$ cat src/rtl/bcd_conversion_scheduler_pkg.sv
// Shared types and helpers for the BCD conversion scheduler: FSM encoding,
// BCD digit width and index-width sizing.
package bcd_conversion_scheduler_pkg;

  typedef enum logic [1:0] {
    ST_IDLE  = 2'd0,
    ST_START = 2'd1,
    ST_WAIT  = 2'd2
  } sched_state_t;

  localparam int BCD_DIGIT_W = 4;

  // Bits needed to index `count` items; never less than one bit.
  function automatic int index_width(input int count);
    return (count <= 2) ? 1 : $clog2(count);
  endfunction

endpackage

$ cat src/rtl/bcd_conversion_scheduler_if.sv
// Start/Busy/Done link between the scheduler (master) and the shared
// sequential binary-to-BCD converter (slave).
interface bcd_conversion_scheduler_if
  import bcd_conversion_scheduler_pkg::*;
#(
  parameter int INPUT_BITS    = 16,
  parameter int OUTPUT_DIGITS = 4
);

  logic                                 ConvStart_o;
  logic [INPUT_BITS-1:0]                ConvBinary_o;
  logic                                 ConvBusy_i;
  logic                                 ConvDone_i;
  logic [OUTPUT_DIGITS*BCD_DIGIT_W-1:0] ConvBCD_i;

  modport master (
    output ConvStart_o,
    output ConvBinary_o,
    input  ConvBusy_i,
    input  ConvDone_i,
    input  ConvBCD_i
  );

  modport slave (
    input  ConvStart_o,
    input  ConvBinary_o,
    output ConvBusy_i,
    output ConvDone_i,
    output ConvBCD_i
  );

endinterface

$ cat src/rtl/bcd_conversion_scheduler_rr_arbiter.sv
// Combinational round-robin arbiter: picks the first set request at or after
// ptr (wrapping), returning a one-hot grant and its index.
module rr_arbiter #(
  parameter int N     = 4,
  parameter int IDX_W = 2
) (
  input  logic [N-1:0]     req,
  input  logic [IDX_W-1:0] ptr,
  output logic [N-1:0]     grant,
  output logic [IDX_W-1:0] index,
  output logic             valid
);

  always_comb begin
    logic [IDX_W:0] pos;
    grant = '0;
    index = '0;
    valid = 1'b0;
    pos   = '0;
    for (int i = 0; i < N; i++) begin
      // One spare bit lets ptr+i exceed N before the wrap subtraction.
      pos = {1'b0, ptr} + (IDX_W+1)'(i);
      if (pos >= (IDX_W+1)'(N)) begin
        pos = pos - (IDX_W+1)'(N);
      end
      if (!valid && req[pos[IDX_W-1:0]]) begin
        valid = 1'b1;
        index = pos[IDX_W-1:0];
      end
    end
    grant = valid ? (N'(1) << index) : '0;
  end

endmodule

$ cat src/rtl/bcd_conversion_scheduler.sv
// Round-robin scheduler sharing one Start/Busy/Done BCD converter between
// REQUESTERS clients. Define BCD_SCHEDULER_TIMEOUT_EN to add the WAIT timeout and Timeout_o.
module bcd_conversion_scheduler
  import bcd_conversion_scheduler_pkg::*;
#(
  parameter int REQUESTERS     = 4,
  parameter int INPUT_BITS     = 16,
  parameter int OUTPUT_DIGITS  = 4,
  parameter int TIMEOUT_CYCLES = 64
) (
  input  logic                                            Clock,
  input  logic                                            Reset,
  input  logic [REQUESTERS-1:0]                           Request_i,
  input  logic [REQUESTERS*INPUT_BITS-1:0]                Binary_i,
  output logic [REQUESTERS-1:0]                           Done_o,
  output logic [REQUESTERS*OUTPUT_DIGITS*BCD_DIGIT_W-1:0] BCD_o,
  output logic [REQUESTERS-1:0]                           Pending_o,
  output logic                                            Busy_o,
`ifdef BCD_SCHEDULER_TIMEOUT_EN
  output logic                                            Timeout_o,
`endif
  bcd_conversion_scheduler_if.master                      conv
);

  localparam int IDX_W  = index_width(REQUESTERS);
  localparam int SLOT_W = OUTPUT_DIGITS * BCD_DIGIT_W;
  localparam logic [IDX_W-1:0] LAST_IDX = IDX_W'(REQUESTERS - 1);

  sched_state_t state_reg, state_next;

  logic [REQUESTERS-1:0] pending_reg;
  logic [REQUESTERS-1:0] done_reg;
  logic [REQUESTERS-1:0] arb_grant;
  logic [REQUESTERS-1:0] clear_mask;
  logic [IDX_W-1:0]      idx_reg;
  logic [IDX_W-1:0]      ptr_reg;
  logic [IDX_W-1:0]      arb_index;
  logic                  arb_valid;
  logic [INPUT_BITS-1:0] conv_bin_reg;
  logic [INPUT_BITS-1:0] binary_arr [REQUESTERS];
  logic [SLOT_W-1:0]     slot_reg   [REQUESTERS];

  logic take_grant;
  logic finish_ok;
  logic abandon;
  logic conv_start;
  logic busy;

  rr_arbiter #(
    .N     (REQUESTERS),
    .IDX_W (IDX_W)
  ) u_arb (
    .req   (pending_reg),
    .ptr   (ptr_reg),
    .grant (arb_grant),
    .index (arb_index),
    .valid (arb_valid)
  );

  // Per-client operand unpacking and result slots.
  generate
    for (genvar gi = 0; gi < REQUESTERS; gi++) begin : g_client
      assign binary_arr[gi] = Binary_i[gi*INPUT_BITS +: INPUT_BITS];
      assign BCD_o[gi*SLOT_W +: SLOT_W] = slot_reg[gi];

      always_ff @(posedge Clock or negedge Reset) begin
        if (!Reset) begin
          slot_reg[gi] <= '0;
        end else if (finish_ok && (idx_reg == IDX_W'(gi))) begin
          slot_reg[gi] <= conv.ConvBCD_i;
        end
      end
    end
  endgenerate

`ifdef BCD_SCHEDULER_TIMEOUT_EN
  localparam int TMO_W = index_width(TIMEOUT_CYCLES) + 1;

  logic [TMO_W-1:0] tmo_cnt_reg;
  logic             timeout_reg;

  // Counter is zero on the first WAIT cycle, so the abandon edge lands
  // TIMEOUT_CYCLES-1 cycles after START and Timeout_o follows one cycle later.
  assign abandon = (state_reg == ST_WAIT) && !conv.ConvDone_i &&
                   (tmo_cnt_reg == TMO_W'(TIMEOUT_CYCLES - 2));

  always_ff @(posedge Clock or negedge Reset) begin
    if (!Reset) begin
      tmo_cnt_reg <= '0;
      timeout_reg <= 1'b0;
    end else begin
      tmo_cnt_reg <= (state_reg == ST_WAIT) ? tmo_cnt_reg + 1'b1 : '0;
      timeout_reg <= abandon;
    end
  end

  assign Timeout_o = timeout_reg;
`else
  assign abandon = 1'b0;
`endif

  always_ff @(posedge Clock or negedge Reset) begin
    if (!Reset) begin
      state_reg <= ST_IDLE;
    end else begin
      state_reg <= state_next;
    end
  end

  always_comb begin
    state_next = state_reg;
    case (state_reg)
      ST_IDLE:  if (take_grant) state_next = ST_START;
      ST_START: state_next = ST_WAIT;
      ST_WAIT:  if (finish_ok || abandon) state_next = ST_IDLE;
      default:  state_next = ST_IDLE;
    endcase
  end

  always_comb begin
    take_grant = 1'b0;
    finish_ok  = 1'b0;
    conv_start = 1'b0;
    busy       = 1'b1;
    case (state_reg)
      ST_IDLE: begin
        busy       = 1'b0;
        take_grant = arb_valid && !conv.ConvBusy_i;
      end
      ST_START: conv_start = 1'b1;
      ST_WAIT:  finish_ok  = conv.ConvDone_i;
      default:  busy       = 1'b0;
    endcase
  end

  // A request on the index being granted this cycle wins over the clear.
  assign clear_mask = take_grant ? arb_grant : '0;

  always_ff @(posedge Clock or negedge Reset) begin
    if (!Reset) begin
      pending_reg  <= '0;
      idx_reg      <= '0;
      ptr_reg      <= '0;
      conv_bin_reg <= '0;
      done_reg     <= '0;
    end else begin
      pending_reg <= (pending_reg & ~clear_mask) | Request_i;
      done_reg    <= finish_ok ? (REQUESTERS'(1) << idx_reg) : '0;
      if (take_grant) begin
        idx_reg      <= arb_index;
        conv_bin_reg <= binary_arr[arb_index];
      end
      if (finish_ok || abandon) begin
        ptr_reg <= (idx_reg == LAST_IDX) ? '0 : idx_reg + 1'b1;
      end
    end
  end

  assign Done_o            = done_reg;
  assign Pending_o         = pending_reg;
  assign Busy_o            = busy;
  assign conv.ConvStart_o  = conv_start;
  assign conv.ConvBinary_o = conv_bin_reg;

endmodule

$ cat src/flat_wrapper.sv
// flat-port wrapper written by rule: the top's interface ports become plain ports
module bcd_conversion_scheduler_flat import bcd_conversion_scheduler_pkg::*;
#(
  parameter int REQUESTERS     = 4,
  parameter int INPUT_BITS     = 16,
  parameter int OUTPUT_DIGITS  = 4,
  parameter int TIMEOUT_CYCLES = 64
)
  (Clock, Reset, Request_i, Binary_i, Done_o, BCD_o, Pending_o, Busy_o, conv_ConvStart_o, conv_ConvBinary_o, conv_ConvBusy_i, conv_ConvDone_i, conv_ConvBCD_i);
  bcd_conversion_scheduler_if #(.INPUT_BITS(INPUT_BITS), .OUTPUT_DIGITS(OUTPUT_DIGITS)) conv_i ();
  input  logic Clock;
  input  logic Reset;
  input  logic [REQUESTERS-1:0] Request_i;
  input  logic [REQUESTERS*INPUT_BITS-1:0] Binary_i;
  output logic [REQUESTERS-1:0] Done_o;
  output logic [REQUESTERS*OUTPUT_DIGITS*BCD_DIGIT_W-1:0] BCD_o;
  output logic [REQUESTERS-1:0] Pending_o;
  output logic Busy_o;
  output wire logic [$bits(conv_i.ConvStart_o)-1:0] conv_ConvStart_o;
  output wire logic [$bits(conv_i.ConvBinary_o)-1:0] conv_ConvBinary_o;
  input wire logic [$bits(conv_i.ConvBusy_i)-1:0] conv_ConvBusy_i;
  input wire logic [$bits(conv_i.ConvDone_i)-1:0] conv_ConvDone_i;
  input wire logic [$bits(conv_i.ConvBCD_i)-1:0] conv_ConvBCD_i;
  assign conv_ConvStart_o = conv_i.ConvStart_o;
  assign conv_ConvBinary_o = conv_i.ConvBinary_o;
  assign conv_i.ConvBusy_i = conv_ConvBusy_i;
  assign conv_i.ConvDone_i = conv_ConvDone_i;
  assign conv_i.ConvBCD_i = conv_ConvBCD_i;
  bcd_conversion_scheduler #(.REQUESTERS(REQUESTERS), .INPUT_BITS(INPUT_BITS), .OUTPUT_DIGITS(OUTPUT_DIGITS), .TIMEOUT_CYCLES(TIMEOUT_CYCLES)) u_core (.Clock(Clock), .Reset(Reset), .Request_i(Request_i), .Binary_i(Binary_i), .Done_o(Done_o), .BCD_o(BCD_o), .Pending_o(Pending_o), .Busy_o(Busy_o), .conv(conv_i));
endmodule
$ cat config.mk
export PLATFORM = sky130hd
export DESIGN_NAME = bcd_conversion_scheduler_flat
export DESIGN_NICKNAME = d
export VERILOG_FILES = /design/src/rtl/bcd_conversion_scheduler_pkg.sv /design/src/rtl/bcd_conversion_scheduler_if.sv /design/src/rtl/bcd_conversion_scheduler_rr_arbiter.sv /design/src/rtl/bcd_conversion_scheduler.sv /design/src/flat_wrapper.sv
export SDC_FILE = /design/constraint.sdc
export NUM_CORES = 1
export LEC_CHECK = 0
export ABC_CLOCK_PERIOD_IN_PS = 1820
export CORE_AREA = 2 2 110 112
export CTS_BUF_LIST = sky130_fd_sc_hd__clkbuf_2
export CTS_CLUSTER_DIAMETER = 30
export DETAILED_ROUTE_END_ITERATION = 6
export DIE_AREA = 0 0 112 114
export PLACE_DENSITY = 0.77
export SYNTH_ARGS = -nofsm -noshare
export SYNTH_HDL_FRONTEND = slang
export SYNTH_SLANG_ARGS = --single-unit
$ cat constraint.sdc
create_clock -name Clock -period 1.82 [get_ports Clock]
set_input_delay 0.273 -clock Clock [delete_from_list [all_inputs] [get_ports Clock]]
set_output_delay 0.273 -clock Clock [all_outputs]
set_load 0.01 [all_outputs]
# Yosys cells after proc, flatten, opt, wreduce, memory -nomap -nowiden
# Cells that the tools add are included.
# word_totals
regBits	94
elab_cells	90
input_bits	88
out_inout_bits	90
# op_classes
shifts	2
n_addsub	8
bitwise	4
n_mux	34
n_eq_ne	7
reduce_logical	16
n_lt_le_gt_ge	9
# op_table
cell	n
binary-select mux 16 bit (select 2 bit)	1
2-to-1 mux 16 bit	2
2-to-1 mux 2 bit	11
>= comparator 3 bit, second input constant	4
less-than comparator 2 x 3 -> 1 bit, second input constant	4
2-to-1 mux 1 bit	12
2-to-1 mux 4 bit	3
binary-select mux 1 bit (select 2 bit)	4
logical AND 1 bit	8
<< shifter 1 x 2 -> 4 bit, first input constant	2
subtractor 2 x 1 -> 2 bit, second input constant	4
adder 2 x 2 -> 3 bit, second input constant	2
equality test 2 bit, second input constant	3
case mux 2 bit (3 select lines)	1
bitwise AND 4 bit	1
equality test 2 x 1 -> 1 bit, second input constant	2
zero test 1 bit	4
zero test 2 bit	2
inequality test 2 x 1 -> 1 bit, second input constant	2
inverter 4 bit	1
bitwise OR 4 bit	1
adder 2 x 1 -> 3 bit, second input constant	1
>= comparator 2 x 3 -> 1 bit, second input constant	1
inverter 2 -> 3 bit	1
other kinds (3)	3

# Depth between registers and ports, before layout
# depth
depth_word	20
depth_mapped	8

# Modules after synthesis
# A second synthesis with hierarchy kept.
# hier_totals
hier_cells	312
hier_area_um2	4246.6
# modules_own_cells
module	area_each_um2	seq_area_each_um2	n_inst	cells_each
bcd_conversion_scheduler	4063.9	2352.3	1	280
rr_arbiter	182.7	0.0	1	32

# Least setup slack after synthesis
# OpenSTA, ideal clock, no wires.
# synth_timing
path_type	reg-to-reg
from	reg u_core.pending_reg[2] (netlist: u_core.Pending_o[2])
to	reg u_core.conv_bin_reg[14] (netlist: u_core.conv.ConvBinary_o[14])
t_arrival_ns	1.588
slack_ns	0.102
path_stages_with_launch	9
synth_period_minus_slack_ns	1.718
path_cell_list	dfrtp_1 nor2b_4 a21o_1 buf_6 o22a_1 buf_6 buf_12 a21o_1 o2bb2ai_1
# synth_via
elab_chain_cells	16
# synth_lines
item	line_no	source
from (decl)	bcd_conversion_scheduler.sv:31	logic [REQUESTERS-1:0] pending_reg;
from (signal assigned)	bcd_conversion_scheduler.sv:147	pending_reg <= (pending_reg & ~clear_mask) | Request_i;
binary-select mux 1 bit (select 2 bit)	bcd_conversion_scheduler_rr_arbiter.sv:26	if (!valid && req[pos[IDX_W-1:0]]) begin
2-to-1 mux 1 bit (not written as such)	bcd_conversion_scheduler_rr_arbiter.sv:26	
2-to-1 mux 1 bit	bcd_conversion_scheduler_rr_arbiter.sv:26	
zero test 1 bit	bcd_conversion_scheduler_rr_arbiter.sv:26	
logical AND 1 bit	bcd_conversion_scheduler_rr_arbiter.sv:26	
2-to-1 mux 1 bit	bcd_conversion_scheduler_rr_arbiter.sv:26	
zero test 1 bit	bcd_conversion_scheduler_rr_arbiter.sv:26	
logical AND 1 bit	bcd_conversion_scheduler_rr_arbiter.sv:26	
2-to-1 mux 1 bit	bcd_conversion_scheduler_rr_arbiter.sv:26	
zero test 1 bit	bcd_conversion_scheduler_rr_arbiter.sv:26	
logical AND 1 bit	bcd_conversion_scheduler_rr_arbiter.sv:26	
2-to-1 mux 2 bit	bcd_conversion_scheduler_rr_arbiter.sv:26	
inverter 2 -> 3 bit (not written as such)	bcd_conversion_scheduler.sv:151	conv_bin_reg <= binary_arr[arb_index];
binary-select mux 16 bit (select 2 bit)	bcd_conversion_scheduler.sv:151	
2-to-1 mux 16 bit (not written as such) (2 in a row)	bcd_conversion_scheduler.sv:151	
to (signal assigned)	bcd_conversion_scheduler.sv:151	
to (decl)	bcd_conversion_scheduler.sv:39	logic [INPUT_BITS-1:0] conv_bin_reg;
# Parallel ways exist; a longest one is shown, timed or not. The select of a mux whose other input is x is not followed.
# A chain may end at the register's enable or synchronous reset.

# Final worst setup path
# layout_timing
from	reg u_core.pending_reg[3] (netlist: u_core.Pending_o[3])
to	reg u_core.conv_bin_reg[1] (netlist: u_core.conv.ConvBinary_o[1])
# The elaborated chain is that of the path after synthesis.

==> qor.csv <==
stage,metric,value,unit
status,outcome,"finished, violations left",
status,violations,negative setup slack,
global_routing,grt_use_met1,0.240,
die,fp.dieH,114,um
critical_path,rr_worst_depth,10,
clock_tree,cts_max_level,3,
yosys,synth-edff-count,0,
layout,finalNetCount,678,
clock_tree,path_clk_slew,300,ps
global_routing,antenna_found_initial,0,
detailed_routing,vias,3824,
sta,fin_crit,1880,ps
critical_path,start_kind,flop,
critical_path,critPathKind,reg2reg,
yosys,syn-cell-area,4610,sq um
clock_tree,clk_latency,600,ps
detailed_routing,via_per_inst,5.20,
placed_design,portBuffers,177,
sta,tightestPinTransition,363,ps
global_routing,grtUsageMet3,0.0452,
sta,whs,53.1,ps
yosys,synth_area_leaders,"dfrtp_1 51%, mux2_2 12%, mux2_1 4.4%",
sta,setup-tns-final,-228,ps
power,ir_drop,715,uV
critical_path,arrival,2400,ps
sta,final_max_slew_viol_count,0,
yosys,ys_ff_latch,94,
placed_design,gp_congestion,0.783,
critical_path,r2r_slack,-60,ps
placed_design,hpwlAfterDp,9190,um
yosys,ys_seq_area_frac,0.510,
critical_path,worst_ep_required_time,2340,ps
global_routing,top_usage_layer,met2,
yosys,synth_cell_type_count,35,
clock_tree,cts_sinks,94,
clock_tree,cts_tree,yes,
critical_path,timing.rr.start,u_core.Pending_o[3],
critical_path,r2r_end,u_core.conv.ConvBinary_o[1],
clock_tree,cts.root.buffer_cell,clkbuf_2,
detailed_routing,drc,0,
layout,area_growth,51.1,%
die,placementRows,40,
detailed_routing,drt-initial-drc-count,187,
placed_design,place_inst,690,
global_routing,grt_pass1_vias,4052,
sta,slew_headroom,0.757,
layout,largest_register_ffs,64,
yosys,synth_nets,471,
clock_tree,cts_buffer_depth,2,
global_routing,grt.total_usage,0.202,
critical_path,path_max_fanout,6,
placed_design,place_ws,-11.3,ps
yosys,yosysWarningCount,0,
sta,fmax,531,MHz
power,p_per_area,1500,nW/um^2
global_routing,grt_start_max_net_pins,41,
die,ios,178,
layout,design_area,6970,sq um
clock_tree,cts_buffers,9,
sta,finalHoldViolCount,0,
detailed_routing,wire_per_inst,18.0,um
layout,fin_util,0.595,
yosys,syn_area_per_cell,12.3,sq um
layout,num_antenna_cells,0,
run,maxCapViolations,0,
sta,clock_skew,33.5,ps
sta,period_share,1.03,
worst_hold_path,hp-class,in2async,
sta,final.setup.worst_slack,-62.0,ps
layout,drive_gt1_frac,0.221,
layout,fin_cells,735,
detailed_routing,wirelength,13300,um
global_routing,grt.overflow.total,0,
die,initial_utilization,0.394,
placed_design,placedInstanceArea,6650,sq um
yosys,synthCells,376,
global_routing,met2_usage,0.360,
critical_path,end_kind,flop,
detailed_routing,drt_pass1_iterations,4,
die,core,11700,sq um
yosys,synth_ff_type,dfrtp_1,
yosys,yosysTopAreaCell,dfrtp_1,
die,die_x,112,um
sta,rsz0062_at_grt,true,
detailed_routing,ant_nets,0,
die,die_area,12800,sq um
power,leakage,3.33,nW
yosys,synth.top_cell.area_share,0.510,
global_routing,grt_pass1_wl,20500,um
sta,setup_violations,5,
power,finalPower,10.4,mW
yosys,synth-async-reset-ratio,1.00,
-- kinds of logic after synthesis --
family	share of synthesized area
AND/OR/NAND/NOR	0.0938
flip-flops	0.510
buffers and inverters	0.0491
adder cells (fa/ha/maj)	0.0190
AO/OA/AOI/OAI	0.130
multiplexers	0.198
-- final cells by class --
class,count,area (sq um)
fillers,1022,4740
flip-flops and latches,94,2350
repair buffers,227,2180
multi-input cells,241,2100
well taps,147,184
clock inverters,7,68.8
clock buffers,9,45.0
inverters,10,37.5
-- metal layers --
layer  vias up  part of all wire
met1      1894              0.40
met5         -                 0
li1       1791                 -
met4         0             0.022
met2       116              0.52
met3        23             0.053
-- power breakdown --
| part | switching [mW] | internal, mW |
|---|---|---|
| clock | 0.820 | 0.218 |
| sequential | 0.528 | 3.04 |
| combinational | 2.71 | 3.12 |
-- worst max-delay path, cell delays in order, from the launching register on --
cell	delay [ps]
dfrtp_2	500
buf_6	130
nor4_4	190
buf_4	170
nor3b_4	60
buf_6	130
clkbuf_16	130
buf_12	130
buf_8	120
o21a_1	160
o2bb2ai_1	120
-- cell usage after synthesis, types with 3 or more instances --
master / count
ha_1: 7
clkbuf_1: 11
o21a_1: 17
dfrtp_1: 94
mux2i_1: 17
a21o_1: 21
o211ai_1: 16
nand3_1: 22
inv_1: 10
nor2b_1: 17
mux2_1: 18
nand2_1: 5
mux2_2: 48
nand2b_1: 3
buf_6: 3
nand4_1: 16
o2bb2ai_1: 16
buf_2: 12
-- how the worst max path moves through the flow --
stage / cells after the start / slack (ps) / start / endpoint
final: 10 / -60 / u_core.Pending_o[3] / u_core.conv.ConvBinary_o[1]
after global routing: 10 / -110 / u_core.Pending_o[3] / u_core.conv.ConvBinary_o[3]
after CTS: 9 / -30 / u_core.Pending_o[1] / u_core.conv.ConvBinary_o[12]
after detailed placement: 6 / -10 / conv_ConvBusy_i / u_core.conv.ConvBinary_o[0]
after global placement: 6 / 60 / conv_ConvBusy_i / u_core.conv.ConvBinary_o[15]
after floorplan: 8 / 100 / u_core.Pending_o[2] / u_core.conv.ConvBinary_o[14]
-- repair_timing --
item	4_1_cts	5_1_grt
pin swaps	0	6
setup buffers	21	10
hold buffers	1	0
gates resized for setup	100	20
cloned	0	1
hold endpoints to repair	94	0
endpoints found under the setup margin	90	21
-- placed cells by master (no fill, tap or decap), drive strengths merged, types with 17 or more instances in the layout --
master / count
buf: 51
dfrtp: 94
o21a: 17
mux2: 66
mux2i: 17
clkdlybuf4s50: 86
nand3: 22
dlygate4sd2: 87
a21o: 21
nor2b: 18
Note: power is estimated with default switching activity, not from simulation.
